==> src/rtl/rambus_pkg.sv <==
// Shared definitions for the rambus Wishbone initiators: bus widths and the burst FSM state encoding.
// Pure declarations; no latency or backpressure of its own.
package rambus_pkg;

    localparam int RAMBUS_ADDR_W = 10;
    localparam int RAMBUS_DATA_W = 32;
    localparam int RAMBUS_SEL_W  = RAMBUS_DATA_W / 8;

    typedef enum logic [2:0] {
        IDLE  = 3'd0,
        WDATA = 3'd1,
        BUS   = 3'd2,
        RHOLD = 3'd3,
        DONE  = 3'd4
    } rambus_state_e;

endpackage

==> src/rtl/rambus_ack_timer.sv <==
// Per-beat ack watchdog: counts cycles while enabled, flags expiry on the TIMEOUT-th counted cycle.
// Expiry is combinational from the count register; clear has priority and takes effect next cycle.
module rambus_ack_timer #(
    parameter int TIMEOUT = 64
) (
    input  logic clk,
    input  logic rst_n,
    input  logic clr_i,
    input  logic cnt_i,
    output logic expired_o
);

    localparam int CW = (TIMEOUT > 2) ? $clog2(TIMEOUT) : 1;

    logic [CW-1:0] count_q;
    logic [CW-1:0] count_d;

    // Saturates at the expiry value so the flag holds until cleared.
    always_comb begin
        count_d = count_q;
        if (clr_i) begin
            count_d = '0;
        end else if (cnt_i && !expired_o) begin
            count_d = count_q + CW'(1);
        end
    end

    assign expired_o = (count_q == CW'(TIMEOUT - 1));

    always_ff @(posedge clk or negedge rst_n) begin
        if (!rst_n) begin
            count_q <= '0;
        end else begin
            count_q <= count_d;
        end
    end

endmodule

==> src/rtl/rambus_wb_initiator.sv <==
// Wishbone classic initiator: one command becomes cmd_len+1 single-beat cycles on the rambus port.
// Command accept -> stb next cycle; wr/rd streams stall the burst via valid/ready, ack timeout aborts.
module rambus_wb_initiator
    import rambus_pkg::*;
#(
    parameter int ADDR_WIDTH = RAMBUS_ADDR_W,
    parameter int LEN_WIDTH  = 8,
    parameter int TIMEOUT    = 64
) (
    input  logic                      wb_clk_i,
    input  logic                      wb_rst_ni,

    input  logic                      cmd_valid,
    output logic                      cmd_ready,
    input  logic                      cmd_we,
    input  logic [ADDR_WIDTH-1:0]     cmd_addr,
    input  logic [LEN_WIDTH-1:0]      cmd_len,

    input  logic                      wr_valid,
    output logic                      wr_ready,
    input  logic [RAMBUS_DATA_W-1:0]  wr_data,
    input  logic [RAMBUS_SEL_W-1:0]   wr_sel,

    output logic                      rd_valid,
    input  logic                      rd_ready,
    output logic [RAMBUS_DATA_W-1:0]  rd_data,

    output logic                      done,
    output logic                      err,

    output logic                      rambus_wb_clk_o,
    output logic                      rambus_wb_rst_o,
    output logic                      rambus_wb_cyc_o,
    output logic                      rambus_wb_stb_o,
    output logic                      rambus_wb_we_o,
    output logic [RAMBUS_SEL_W-1:0]   rambus_wb_sel_o,
    output logic [ADDR_WIDTH-1:0]     rambus_wb_adr_o,
    output logic [RAMBUS_DATA_W-1:0]  rambus_wb_dat_o,
    input  logic                      rambus_wb_ack_i,
    input  logic [RAMBUS_DATA_W-1:0]  rambus_wb_dat_i
);

    rambus_state_e              state_q, state_d;
    logic                       init_q;
    logic                       we_q, we_d;
    logic [ADDR_WIDTH-1:0]      addr_q, addr_d;
    logic [LEN_WIDTH-1:0]       count_q, count_d;
    logic [RAMBUS_SEL_W-1:0]    sel_q, sel_d;
    logic [RAMBUS_DATA_W-1:0]   dat_q, dat_d;
    logic [RAMBUS_DATA_W-1:0]   rdat_q, rdat_d;
    logic                       err_q, err_d;

    logic                       in_bus;
    logic                       last_beat;
    logic                       tmr_expired;

    assign in_bus    = (state_q == BUS);
    assign last_beat = (count_q == '0);

    // Timer runs only while a beat is outstanding; any other cycle re-arms it.
    rambus_ack_timer #(
        .TIMEOUT   (TIMEOUT)
    ) u_ack_timer (
        .clk       (wb_clk_i),
        .rst_n     (wb_rst_ni),
        .clr_i     (!in_bus || rambus_wb_ack_i),
        .cnt_i     (in_bus),
        .expired_o (tmr_expired)
    );

    always_comb begin
        state_d = state_q;
        we_d    = we_q;
        addr_d  = addr_q;
        count_d = count_q;
        sel_d   = sel_q;
        dat_d   = dat_q;
        rdat_d  = rdat_q;
        err_d   = err_q;
        case (state_q)
            IDLE: begin
                if (cmd_valid && init_q) begin
                    we_d    = cmd_we;
                    addr_d  = cmd_addr & ~ADDR_WIDTH'(3);
                    count_d = cmd_len;
                    err_d   = 1'b0;
                    sel_d   = cmd_we ? sel_q : '1;
                    state_d = cmd_we ? WDATA : BUS;
                end
            end
            WDATA: begin
                if (wr_valid) begin
                    dat_d   = wr_data;
                    sel_d   = wr_sel;
                    state_d = BUS;
                end
            end
            BUS: begin
                if (rambus_wb_ack_i) begin
                    if (!we_q) begin
                        rdat_d  = rambus_wb_dat_i;
                        state_d = RHOLD;
                    end else if (last_beat) begin
                        state_d = DONE;
                    end else begin
                        addr_d  = addr_q + ADDR_WIDTH'(4);
                        count_d = count_q - LEN_WIDTH'(1);
                        state_d = WDATA;
                    end
                end else if (tmr_expired) begin
                    err_d   = 1'b1;
                    state_d = DONE;
                end
            end
            RHOLD: begin
                if (rd_ready) begin
                    if (last_beat) begin
                        state_d = DONE;
                    end else begin
                        addr_d  = addr_q + ADDR_WIDTH'(4);
                        count_d = count_q - LEN_WIDTH'(1);
                        state_d = BUS;
                    end
                end
            end
            DONE: begin
                state_d = IDLE;
            end
            default: begin
                state_d = IDLE;
            end
        endcase
    end

    always_ff @(posedge wb_clk_i or negedge wb_rst_ni) begin
        if (!wb_rst_ni) begin
            state_q <= IDLE;
        end else begin
            state_q <= state_d;
        end
    end

    // Holds cmd_ready low through reset and for the first edge after release.
    always_ff @(posedge wb_clk_i or negedge wb_rst_ni) begin
        if (!wb_rst_ni) begin
            init_q <= 1'b0;
        end else begin
            init_q <= 1'b1;
        end
    end

    always_ff @(posedge wb_clk_i or negedge wb_rst_ni) begin
        if (!wb_rst_ni) begin
            we_q    <= 1'b0;
            addr_q  <= '0;
            count_q <= '0;
            err_q   <= 1'b0;
        end else begin
            we_q    <= we_d;
            addr_q  <= addr_d;
            count_q <= count_d;
            err_q   <= err_d;
        end
    end

    always_ff @(posedge wb_clk_i or negedge wb_rst_ni) begin
        if (!wb_rst_ni) begin
            sel_q  <= '0;
            dat_q  <= '0;
            rdat_q <= '0;
        end else begin
            sel_q  <= sel_d;
            dat_q  <= dat_d;
            rdat_q <= rdat_d;
        end
    end

    // Bus strobes decode straight from state so reset removes them without waiting for a clock.
    assign cmd_ready       = (state_q == IDLE) && init_q;
    assign wr_ready        = (state_q == WDATA);
    assign rd_valid        = (state_q == RHOLD);
    assign rd_data         = rdat_q;
    assign done            = (state_q == DONE);
    assign err             = err_q;

    assign rambus_wb_clk_o = wb_clk_i;
    assign rambus_wb_rst_o = ~wb_rst_ni;
    assign rambus_wb_cyc_o = (state_q == WDATA) || in_bus || (state_q == RHOLD);
    assign rambus_wb_stb_o = in_bus;
    assign rambus_wb_we_o  = we_q && in_bus;
    assign rambus_wb_sel_o = sel_q;
    assign rambus_wb_adr_o = addr_q;
    assign rambus_wb_dat_o = dat_q;

endmodule

==> config.mk <==
export PLATFORM = sky130hd
export DESIGN_NAME = rambus_wb_initiator
export DESIGN_NICKNAME = d
export VERILOG_FILES = /design/src/rtl/rambus_pkg.sv /design/src/rtl/rambus_ack_timer.sv /design/src/rtl/rambus_wb_initiator.sv
export SDC_FILE = /design/constraint.sdc
export NUM_CORES = 1
export LEC_CHECK = 0
export CELL_PAD_IN_SITES_DETAIL_PLACEMENT = 0
export CELL_PAD_IN_SITES_GLOBAL_PLACEMENT = 1
export CORE_ASPECT_RATIO = 2
export CORE_MARGIN = 3
export CORE_UTILIZATION = 36
export DETAILED_ROUTE_END_ITERATION = 7
export PLACE_DENSITY_LB_ADDON = 0.15
export SKIP_CTS_REPAIR_TIMING = 1
export SYNTH_ARGS = -nofsm -noshare
export SYNTH_HDL_FRONTEND = slang
export SYNTH_SLANG_ARGS = --single-unit
==> constraint.sdc <==
create_clock -name wb_clk_i -period 3.6 [get_ports wb_clk_i]
set_input_delay 0.9 -clock wb_clk_i [delete_from_list [all_inputs] [get_ports wb_clk_i]]
set_output_delay 0.9 -clock wb_clk_i [all_outputs]
set_load 0.02 [all_outputs]
; ---- Word level (Yosys, flattened, before mapping)
; Index checks and enable logic that the tools add are counted.
[totals]
inputBits = 93
out_inout_bits = 88
rom_bits = 0
n_memories = 0
ram_bits = 0
register_bits = 98
latchBits = 0
elab_cells = 83
[op_classes]
n_addsub = 3
div_mod_pow = 0
eq_ne = 14
n_mux = 32
bitwise = 2
n_reduce_logical = 22
n_lt_le_gt_ge = 0
shifts = 0
n_mul = 0
[ops]
columns = cell, count
row1 = 2-to-1 mux 10 bit, 5
row2 = 2-to-1 mux 8 bit, 5
row3 = one-hot mux 10 bit (3 select lines), 1
row4 = 2-to-1 mux 3 bit, 8
row5 = one-hot mux 8 bit (3 select lines), 1
row6 = 2-to-1 mux 4 bit, 3
row7 = 2-to-1 mux 6 bit, 2
row8 = "inequality test 2 bit, second input constant", 6
row9 = one-hot mux 3 bit (4 select lines), 1
row10 = AND reduction 4 bit, 3
row11 = "adder 10 x 3 -> 10 bit, second input constant", 1
row12 = logical NOT 8 bit, 1
row13 = one-hot mux 4 bit (2 select lines), 1
row14 = "subtractor 8 x 1 -> 8 bit, second input constant", 1
row15 = "adder 6 x 1 -> 6 bit, second input constant", 1
row16 = "equality test 3 x 2 -> 1 bit, second input constant", 2
row17 = "equality test 6 bit, second input constant", 1
row18 = nonzero test 2 bit, 3
row19 = AND reduction 5 bit, 1
row20 = logical AND 1 bit, 4
row21 = "inequality test 2 x 1 -> 1 bit, second input constant", 2
row22 = AND reduction 2 bit, 2
row23 = "equality test 3 x 1 -> 1 bit, second input constant", 1
row24 = "equality test 3 bit, second input constant", 1
row25 = other kinds (10), 16

; ---- Logic depth before layout (Yosys ltp)
; Gate-level depths: netlist of the first run.
[depth]
ltp_word = 5
mapped_depth = 6
mapped_depth_nobuf = 6

; ---- Cells and area by module
; Synthesis of the first run repeated with hierarchy kept, for this count alone.
[unflattened]
hier_cells = 364
area_unflattened_um2 = 4396.7
[by_module_without_submodules]
columns = mod, cells_each, n_inst, area_each_um2
row1 = rambus_wb_initiator, 325, 1, 4016.4
row2 = rambus_ack_timer, 39, 1, 380.4

==> results by stage, run 1 <==
GRT:
- In the global route stage, met1 resource usage came out at 19.59%.
- The overall overflow remaining after global route is 0.
- Across every metal layer, demand over resource in global routing totals 18.99%.
- In the global route stage, met3 resource usage came out at roughly 5.3%.
- The initial antenna violation count is 2.
- Entering global routing, the biggest net connects 83 pins.
- The number of global-route vias before repair is 3709.
- The first global-routing pass estimated approximately 20000 µm of wire.
- The met2 capacity usage during global routing is roughly a third.
- The busiest metal layer after global routing is met2.

Power and ir drop:
- The total power after layout is between 5 and 6 mW.
- The net load switching power is about 2.3 mW.
- The sequential power share is 31.9%.
- The share of total power dissipated in the clock network is between 15 and 20%.
- The peak supply drop is 0.0004055 V.
- The total leakage power is approximately 2.7 nW.
- The internal cell power is 3.713 mW.
- Net switching is a little under two fifths of the power.
- For this design the ratio of total power to cell area is approximately 900 nW/µm².
- In this run, the combinational gates consume about half of the power.

Placed design:
- At the end of routability-driven placement, the weighted congestion stood at between 0.7 and 0.8.
- The total placed instance area is 6271 µm².
- The number of cells in the design after placement is 662.
- After legalization and detailed placement, the total HPWL measured 9464 µm.
- Prior to clock tree synthesis, the placed netlist has a worst setup slack of just under 0.4 ns.
- During placement, the flow inserted port buffers numbering about 180.

Run status:
- The flow ran to the end, and the final reports show no timing, DRC or antenna violations.

Floorplanning:
- Measured along the x axis, the die boundary spans 84.11 µm.
- In this run the count of I/O pins placed on the die edge is about 180.
- In this run the vertical extent of the chip is roughly 160 µm.
- The standard cell core area is between 10000 and 15000 µm².
- The number of core rows is 56.
- The effective utilization at floorplan is around 37%.
- The die covers around 14000 µm².

Route:
- The average detailed-routed wire length per instance is 18.26 µm.
- The final route contains approximately 3500 vias.
- After detailed routing, the number of remaining DRC violations is 0.
- The remaining number of nets flagged by the antenna check after routing is 0.
- The total wire length after detailed routing is about 12000 µm.
- The detailed-route vias per instance is just over 5.
- The length of the first detailed-routing pass in iterations is 4.
- The violation count after the first detailed-route iteration is 112.

STA:
- The final max-slew violation count is 0.
- The clock tree skew after final layout is approximately 0.0086 ns.
- The final hold violation count is 0.
- Headroom to the max-slew limit came out at 29.97%.
- Setup repair after global routing left no endpoint under its margin.
- The worst setup margin is approximately 0.12 ns.
- Setup violations remaining at the end of the flow were counted as 0.
- The actual transition at the worst max-transition pin is between 1 and 1.5 ns.
- The final worst hold slack is between 0.2 and 0.3 ns.
- Adding up every negative setup slack in the final design gives 0 ns.

Logic synthesis:
- The synthesized netlist occupies a cell area of 4393 µm².
- The largest total area in the synthesized netlist belongs to sky130_fd_sc_hd__dfrtp_1.
- In the synthesized netlist, the number of instances is roughly 350.
- In this run, synthesis produced a sequential element count of between 90 and 100.
- The count of unique library cells instantiated by Yosys is 64.
- The post-synthesis async set-or-reset flop share is 100.0%.
- The top cell type by area accounts for between 50% and 60% of the synthesized area.
- Sequential elements use between 50 and 60% of the synthesized area.
- The flip-flop cell with the highest count after synthesis is sky130_fd_sc_hd__dfrtp_1.
- The number of enable flip-flop cells after synthesis is 0.
- By area the synthesized netlist is led by sky130_fd_sc_hd__dfrtp_1, sky130_fd_sc_hd__mux2_2, sky130_fd_sc_hd__mux2_1, sky130_fd_sc_hd__a21oi_1, sky130_fd_sc_hd__o2bb2ai_1.
- Dividing the synthesized area by the synthesized cell count gives ~12 µm².
- During synthesis, Yosys emitted a total of 0 warnings.

Layout:
- The finished layout holds around 680 standard cells, fillers aside.
- The fill cell total of the finished layout is around 1100.
- The finished cells cover 6634 µm².
- The layout cell share with drive strength beyond 1 is 14.55%.
- In the final design database the tool counted around 630 nets.
- The final core utilization is between 50% and 60%.
- Compared with the post-synthesis result, the final layout area differs by 51.01%.

Worst setup path:
- The worst setup path is launched from a clock port.
- The required time of the worst setup path is approximately 2.7 ns.
- In this run the worst path has a maximum fanout of 2.
- At the worst endpoint, the arrival time is roughly 2.6 ns.
- The critical path start-end classification is clk -> out.
- STA classifies the critical path endpoint as a primary output.

Clock tree:
- TritonCTS built the clock tree.
- The clock reaches the later pin of the worst-skew pair after approximately 0.45 ns.
- The clock-pin transition on the worst setup and hold timing paths is about 0.070 ns.

Min path:
- The class of the worst hold path is in -> async.

Job:
- Max-cap violations in this run came to 0.
==> cells by family after synthesis <==
group                      share of synthesized area (%)
AOI/OAI and AO/OA                                  11.88
xor gates and xnor gates                          0.1994
adders and majority gates                         0.8545
buffers and inverters                              3.275
DFF                                                54.69
muxes                                              17.35
other                                             0.1710
and+or+nand+nor                                    11.59
==> layout make-up <==
cell class                 count  area (µm²)  share of cell area, %
tap                          145       181.4                  2.735
inverter                       3       11.26                 0.1697
clock buffer                  14       314.1                  4.734
timing repair buffer         183        1809                  27.27
antenna                        2       5.005                0.07544
multi-input combinational    234        1857                  27.99
clock inverter                 6       53.80                 0.8110
sequential                    96        2402                  36.21
==> synthesized netlist by cell type, drive strengths merged (4+ instances only) <==
library cell	number
nand3	6
a31oi	5
a221o	4
clkbuf	5
a21oi	20
and2	5
o22a	5
buf	16
nor3	12
nor2	19
o2bb2ai	8
dfrtp	96
mux2	65
nand2	16
o21ai	13
==> metal layers <==
metal  up-vias  share of wire (%)
met4         0                4.8
li1       1650                  -
met2       145                 52
met5         -                  0
met1      1685                 36
met3        33                6.3
==> flip-flops by register name (all words and copies together) (netlist names) <==
name,cells
rambus_wb_dat_o,32
count_q,8
rd_data,32
state_q,3
rambus_wb_sel_o,4
u_ack_timer.count_q,6
we_q,1
err,1
rambus_wb_adr_o,8
init_q,1
==> power groups by stage <==
stage                     sequential [mW]  clock [mW]  combinational (mW)
after global placement               1.91      0.0373                2.97
final                                1.91        1.11                2.97
after CTS                            1.91        1.15                3.02
after floorplan                      2.42      0.0325                1.14
after global routing                 1.99        1.19                3.17
after detailed placement             1.93      0.0373                3.01
==> worst paths after layout <==
check,startpoint,to,slack (ns),depth (start not counted)
setup / recovery,wb_clk_i,rambus_wb_clk_o,0.12,3
hold / removal,wb_rst_ni,rd_data[10]$_DFFE_PN0P_,0.30,1
setup reg to reg,count_q[0]$_DFFE_PN0P_,rambus_wb_adr_o[3]$_DFFE_PN0P_,1.34,6
hold reg to reg,rd_data[5]$_DFFE_PN0P_,rd_data[5]$_DFFE_PN0P_,0.49,1
max in group asynchronous,wb_rst_ni,rambus_wb_sel_o[0]$_DFFE_PN0P_,1.98,2
min in group wb_clk_i,rd_data[5]$_DFFE_PN0P_,rd_data[5]$_DFFE_PN0P_,0.49,1
==> critical path, stage by stage <==
cell	delay (ns)
sky130_fd_sc_hd__clkbuf_16	0.12
sky130_fd_sc_hd__clkbuf_16	0.13
sky130_fd_sc_hd__clkdlybuf4s50_1	0.53
==> placed cells by master, fill, tap and decap left out, drive strengths merged, types with 4 or more instances in the layout <==
cell type / netlist / final
nand3: 6 / 6
nor2: 19 / 19
buf: 16 / 9
clkbuf: 5 / 13
clkdlybuf4s50: 0 / 175
o22a: 5 / 5
o21ai: 13 / 13
dfrtp: 96 / 96
inv: 3 / 5
nor3: 12 / 12
o2bb2ai: 8 / 8
nand2: 16 / 16
and2: 5 / 5
a221o: 4 / 4
a31oi: 5 / 5
mux2: 65 / 65
a21oi: 20 / 20
Power figures use the tool's default switching activity.
==> run 2: changes to the inputs <==
- CORE_UTILIZATION: 36 -> 30
==> run 2 against run 1 <==
Against the previous run:
- cell count increased by 6.7%
- clock skew is 0.0018 ns higher
- via count down 0.51%
- utilization fell by 9.4 points
- die area rose by 19%
- worst setup slack better by 0.0078 ns
- flip-flop and latch count unchanged
- register-to-register slack barely moved
- largest power group unchanged
- highest routed layer unchanged
==> results by stage, run 2 (synthesized netlist as in run 1, its figures left out) <==
STA:
- The actual transition at the worst max-transition pin was 0.9539 ns (-0.09655 ns).
- The clock tree skew after final layout is 0.01043 ns (+0.001797 ns).
- The worst setup margin is 0.1306 ns (+0.007804 ns).
- The setup TNS after final layout is 0 ns (unchanged).
- The final hold violation count is 0 (unchanged).
- Setup repair after global routing left no endpoint under its margin.
- The worst-case headroom to the max-slew limit is 36.41% (+6.4 points).
- The number of endpoints failing setup at the final stage is 0 (unchanged).
- The final worst hold slack came to 0.4373 ns (+0.1393 ns).
- The final max-slew violation count is 0 (unchanged).

Placed design:
- The last weighted congestion value of the routability-driven placer is 0.7617 (-2.2%).
- The total placed instance area is 6337 µm² (+1.1%).
- The worst slack after detailed placement is 0.3915 ns (unchanged).
- The total half-perimeter wirelength after legalization and detailed placement is 9400 µm (-0.68%).
- The quantity of I/O buffers inserted on ports is 176 (unchanged).

Clock tree:
- The CTS tree is yes.
- The insertion delay of the later-clocked pin in the worst-skew pair is 0.45 ns (about the same).
- The clock-pin transition on the worst setup and hold timing paths is 0.08 ns (about the same).

Power and ir drop:
- The net load switching power came to 2.276 mW (+0.37%).
- The relative contribution of the clock network to total power is 18.9% (+0.4 points).
- The power per unit of standard cell area is 894.5 nW/µm² (-0.78%).
- The internal cell power is 3.713 mW (about the same).
- The switching portion of total power was 38.01% (+0.084 points).
- The peak supply drop is 0.0003339 V (-18%).
- The sequential power share is 31.6% (-0.3 points).
- The total leakage power is 2.699 nW (+0.62%).
- The proportion of power drawn by combinational gates was 49.4% (-0.2 points).
- The total power after layout is 5.990 mW (+0.15%).

Route:
- The total number of vias came to 3495 (-0.51%).
- The average detailed-routed wire length per instance is 17.26 µm (-5.5%).
- The total wire length after detailed routing is 12580 µm (+0.88%).
- The length of the first detailed-routing pass in iterations is 4 (unchanged).
- The detailed-route vias per instance came to 4.794 (-6.8%).
- The number of DRC violations after detailed routing is 0 (unchanged).
- The remaining number of nets flagged by the antenna check after routing is 0 (unchanged).
- The violation count after the first detailed-route iteration is 92 (-18%).

Floorplanning:
- The number of core rows came to 62 (+11%).
- The width of the die is 91.57 µm (+8.9%).
- The standard cell core area is 14350 µm² (+21%).
- The overall die height is 177.1 µm (+9.2%).
- The effective utilization at floorplan came to 30.61% (-6.5 points).
- The overall die area is 16220 µm² (+19%).
- The number of placed I/O pins came to 181 (unchanged).

Worst setup path:
- The critical path start-end classification is clk -> out.
- The critical path's largest stage delay is 0.52 ns (about the same).
- STA classifies the critical path endpoint as a primary output.
- The most frequent cell on the critical path is sky130_fd_sc_hd__clkbuf_16.
- The largest fanout on the critical path is 2 (unchanged).
- Traced cell by cell, the critical path runs through clkbuf_16, clkbuf_16, clkdlybuf4s50_1.
- The launching point of the worst reg2reg path is count_q[0]$_DFFE_PN0P_.
- In this design, the largest share of critical-path delay is due to buffers and inverters.
- The critical path buffer and inverter count is 3 (unchanged).
- On the critical path, the stage with the largest delay is an instance of sky130_fd_sc_hd__clkdlybuf4s50_1.
- The timing startpoint of the critical path is wb_clk_i.
- The required time of the worst setup path is 2.70 ns (about the same).
- The kind of start point of the critical path is a clock port.
- The arrival time at the worst endpoint is 2.57 ns (about the same).

Layout:
- The area of all placed cells without fillers is 6696 µm² (+0.94%).
- The layout cell share with drive strength beyond 1 is 14.71% (+0.16 points).
- The fill cell total of the finished layout was 1351 (+28%).
- The top cell types in the final layout, fill and taps aside, are sky130_fd_sc_hd__clkdlybuf4s50_1, sky130_fd_sc_hd__dfrtp_1, sky130_fd_sc_hd__mux2_2.
- The most frequent standard cell in the layout excluding fill and tap cells is sky130_fd_sc_hd__clkdlybuf4s50_1.
- The net count reported at finish is 628 (+0.16%).
- The count of inserted antenna diode cells was 0 (-2).
- Relative to the synthesized area, the layout overhead comes to 52.44%.

GRT:
- The wire length of the first global-routing pass is 20100 µm (+1.6%).
- The initial antenna violation count is 0 (-2).
- The number of global-route vias before repair is 3660 (-1.3%).
- The overall overflow remaining after global route is 0 (unchanged).
- The maximum number of pins on one net before global-route repair is 74 (-11%).
- The global-route total usage across every layer is 16.12% (-2.9 points).

Min path:
- The class of the worst hold path is in -> async.

Job:
- The number of maximum-capacitance violations is 0 (unchanged).

Run status:
- The flow ran to the end, and the final reports show no timing, DRC or antenna violations.
[run 2: metrics by stage]
stage / cells / util, %
finish: 729 / 46.66
global route: 729 / 46.66
CTS: 729 / 46.66
detailed placement: 710 / 44.16
global placement: 710 / 44.16
floorplan: 354 / -
[run 2: area by class of cell]
| class | instances | area [µm²] | area share, % |
|---|---|---|---|
| sequential | 96 | 2402 | 35.87 |
| multi-input combinational | 234 | 1857 | 27.73 |
| timing repair buffer | 184 | 1817 | 27.13 |
| inverter | 3 | 11.26 | 0.1682 |
| clock inverter | 6 | 55.05 | 0.8221 |
| clock buffer | 14 | 314.1 | 4.690 |
| tap | 192 | 240.2 | 3.587 |
[run 2: worst paths after layout]
check,slack [ns],depth (start not counted),end
worst max-delay path,0.13,3,rambus_wb_clk_o
worst min-delay path,0.44,2,rd_data[20]$_DFFE_PN0P_
worst max register to register,1.34,6,rambus_wb_adr_o[3]$_DFFE_PN0P_
worst min register to register,0.48,1,rd_data[5]$_DFFE_PN0P_
max in group asynchronous,1.90,3,rambus_wb_sel_o[3]$_DFFE_PN0P_
min in group wb_clk_i,0.48,1,rd_data[5]$_DFFE_PN0P_
[run 2: per-layer routing]
metal	GRT usage (%)	vias up	share of wire, %
met3	4.340	18	6.5
met4	7.935	0	2.4
met2	27.94	121	54
met1	18.02	1698	37
li1	-	1658	-
met5	0	-	0
[run 2: power by group through the flow]
stage | Combinational (mW) | Clock [mW] | Sequential (mW)
final | 2.96 | 1.13 | 1.89
after global routing | 3.17 | 1.23 | 1.98
after CTS | 3.01 | 1.18 | 1.90
after detailed placement | 3.01 | 0.0373 | 1.92
after global placement | 2.98 | 0.0373 | 1.90
after floorplan | 1.14 | 0.0325 | 2.42
==> run 3: changes to the inputs <==
- CTS_CLUSTER_DIAMETER: unset -> 60
- DONT_BUFFER_PORTS: unset -> 1
==> run 3 against run 2 <==
Against the previous run:
- sequential share of layout area increased by 13 points
- count of clock-buffer cells in the layout down 5
- worst setup slack improved by 0.55 ns
- cell count fell by 25%
- register-to-register slack worse by 0.26 ns
- sequential power grew 36%
- first-iteration DRC count shrank 4.3%
- largest cell class unchanged
- highest routed layer unchanged
==> results by stage, run 3 (synthesized netlist as in run 1, its figures left out) <==
Route:
- The total wire length after detailed routing is 11130 µm (-12%).
- The detailed-route vias per instance is 5.081 (+6.0%).
- The average detailed-routed wire length per instance is 20.38 µm (+18%).
- The violation count after the first detailed-route iteration is 88 (-4.3%).
- The remaining number of nets flagged by the antenna check after routing is 0 (unchanged).
- The number of DRC violations after detailed routing is 0 (unchanged).
- The total number of vias is 2774 (-21%).
- The length of the first detailed-routing pass in iterations was 4 (unchanged).

Layout:
- The final core utilization is 34.27% (-12 points).
- The area used by multi-input combinational logic is 1857 µm² (unchanged).
- The area of all placed cells without fillers is 4918 µm² (-27%).
- The fill cell total of the finished layout was 1425 (+5.5%).
- The net count reported at finish is 446 (-29%).
- The area taken by flip-flops and latches was 2402 µm² (unchanged).
- In the layout the commonest cells are sky130_fd_sc_hd__dfrtp_1, sky130_fd_sc_hd__mux2_2, sky130_fd_sc_hd__mux2_1.
- The count of inserted antenna diode cells is 0 (unchanged).
- The final cell count without fillers is 546 (-25%).
- The layout cell share with drive strength beyond 1 is 20.34% (+5.6 points).
- The most frequent standard cell in the layout excluding fill and tap cells is sky130_fd_sc_hd__dfrtp_1.
- Relative to the synthesized area, the layout overhead comes to 11.96%.

GRT:
- The maximum number of pins on one net before global-route repair is 98 (+32%).
- The wire length of the first global-routing pass is 17270 µm (-14%).
- The initial antenna violation count is 0 (unchanged).
- The global-route total usage across every layer was 13.95% (-2.2 points).
- The overall overflow remaining after global route was 0 (unchanged).
- The number of global-route vias before repair is 3086 (-16%).

Power and ir drop:
- The internal cell power is 2.972 mW (-20%).
- The relative contribution of the clock network to total power is 23.1% (+4.2 points).
- The total power after layout is 5.028 mW (-16%).
- The power per unit of standard cell area is 1022 nW/µm² (+14%).
- The net load switching power is 2.056 mW (-9.7%).
- The proportion of power drawn by combinational gates was 25.7% (-24 points).
- The sequential power share was 51.2% (+20 points).
- The switching portion of total power is 40.89% (+2.9 points).
- The total leakage power is 1.999 nW (-26%).
- The peak supply drop came to 0.0003342 V (about the same).

Clock tree:
- The largest buffer count on any clock path is 2.
- The number of sinks driven by the clock tree is 96.
- The insertion delay of the later-clocked pin in the worst-skew pair is 0.34 ns (-0.11 ns).
- The count of H-tree levels built during CTS is 3.
- The tree is rooted in a sky130_fd_sc_hd__clkbuf_16.
- The CTS tree is yes.
- The number of CTS-inserted buffers is 9.
- The clock-pin transition on the worst setup and hold timing paths is 0.07 ns (about the same).

Floorplanning:
- The standard cell core area is 14350 µm² (unchanged).
- The number of core rows is 62 (unchanged).
- The overall die area is 16220 µm² (unchanged).
- The overall die height was 177.1 µm (unchanged).
- The width of the die was 91.57 µm (unchanged).
- The number of placed I/O pins came to 181 (unchanged).
- The effective utilization at floorplan is 30.61% (unchanged).

STA:
- The actual transition at the worst max-transition pin is 0.6823 ns (-0.2716 ns).
- The clock tree skew after final layout was 0.006388 ns (-0.004040 ns).
- After layout, the minimum clock period comes to 2.924 ns.
- The setup TNS after final layout is 0 ns (unchanged).
- Setup repair after global routing left no endpoint under its margin.
- The worst-case headroom to the max-slew limit came to 54.41% (+18 points).
- For this run, the top clock speed supported by timing is roughly 0.34 GHz.
- The final hold violation count came to 0 (unchanged).
- The final max-slew violation count is 0 (unchanged).
- The number of endpoints failing setup at the final stage was 0 (unchanged).
- The period utilization is 81.23%.

Job:
- The number of maximum-capacitance violations is 0 (unchanged).

Worst setup path:
- The arrival time at the worst endpoint is 2.02 ns (-0.55 ns).
- The critical path start-end classification is reg -> out.
- The critical path goes through nor3b_2, and2_1.
- The kind of end point of the critical path is a primary output.
- The largest fanout on the critical path is 15 (+13).
- The slowest cell on the critical path is sky130_fd_sc_hd__dfrtp_1.
- The cell depth of the worst flop-to-flop path is 5 (-1).
- STA classifies the critical path startpoint as a register.
- The required time of the worst setup path is 2.70 ns (about the same).
- The critical path's largest stage delay came to 0.70 ns (+0.18 ns).

Placed design:
- The quantity of I/O buffers inserted on ports is 0 (-100%).
- The total half-perimeter wirelength after legalization and detailed placement is 8221 µm (-13%).
- The last weighted congestion value of the routability-driven placer is 0.7565 (-0.68%).
- The total placed instance area is 4556 µm² (-28%).
- The number of cells in the design after placement is 531 (-25%).

Min path:
- The class of the worst hold path is in -> async.

Run status:
- The flow ran to the end, and the final reports show no timing, DRC or antenna violations.
[run 3: cell count changes in the layout (fill, tap and decap cells not counted), sizes merged]
cell and change:
buf -4, clkinv -1, inv -3, clkbuf -4, clkdlybuf4s50 -175, bufinv +4
[run 3: power groups by stage]
stage | registers (mW) | clock network [mW] | logic (mW)
detailed placement | 2.61 | 0 | 1.32
finish | 2.57 | 1.16 | 1.29
global route | 2.66 | 1.25 | 1.46
CTS | 2.59 | 1.21 | 1.33
floorplan | 2.42 | 0.0325 | 1.14
global placement | 2.60 | 0 | 1.29
[run 3: metal layers]
layer	routed length, µm	vias to the layer above	GRT usage [%]
met5	0	-	0
met4	345	0	7.809
met3	771	16	3.872
met2	6117	107	25.22
met1	3894	1365	14.19
li1	-	1286	-
[run 3: layout make-up]
cell class                      instances  area share [%]
Multi-Input combinational cell        234           37.75
Clock inverter                          6           2.798
Tap cell                              192           4.884
Timing Repair Buffer                    6          0.9158
Sequential cell                        96           48.84
Clock buffer                            9           4.579
Inverter                                3          0.2289
[run 3: final timing paths]
path | start | endpoint | slack [ns]
setup / recovery | state_q[1]$_DFFE_PN0P_ | rambus_wb_we_o | 0.68
hold / removal | wb_rst_ni | rd_data[0]$_DFFE_PN0P_ | 0.25
setup reg to reg | state_q[1]$_DFFE_PN0P_ | rd_data[2]$_DFFE_PN0P_ | 1.08
hold reg to reg | u_ack_timer.count_q[5]$_DFFE_PN0P_ | u_ack_timer.count_q[5]$_DFFE_PN0P_ | 0.52
max in group asynchronous | wb_rst_ni | init_q$_DFF_PN0_ | 3.19
min in group wb_clk_i | u_ack_timer.count_q[5]$_DFFE_PN0P_ | u_ack_timer.count_q[5]$_DFFE_PN0P_ | 0.52
[run 3: through the flow]
step | hold slack, ns | setup slack [ns]
2_1_floorplan | 0.4702 | 0.7660
3_3_place_gp | 0.4969 | 0.9000
3_5_place_dp | 0.5099 | 0.9000
4_1_cts | 0.2345 | 0.6038
5_1_grt | 0.2263 | 0.5071
6_report | 0.2515 | 0.6756
[run 3: critical path, delay by kind of cell (launching register included)]
| family | cells | cell delay, ns |
|---|---|---|
| flip-flops | 1 | 0.70 |
| AND/OR/NAND/NOR | 2 | 0.99 |
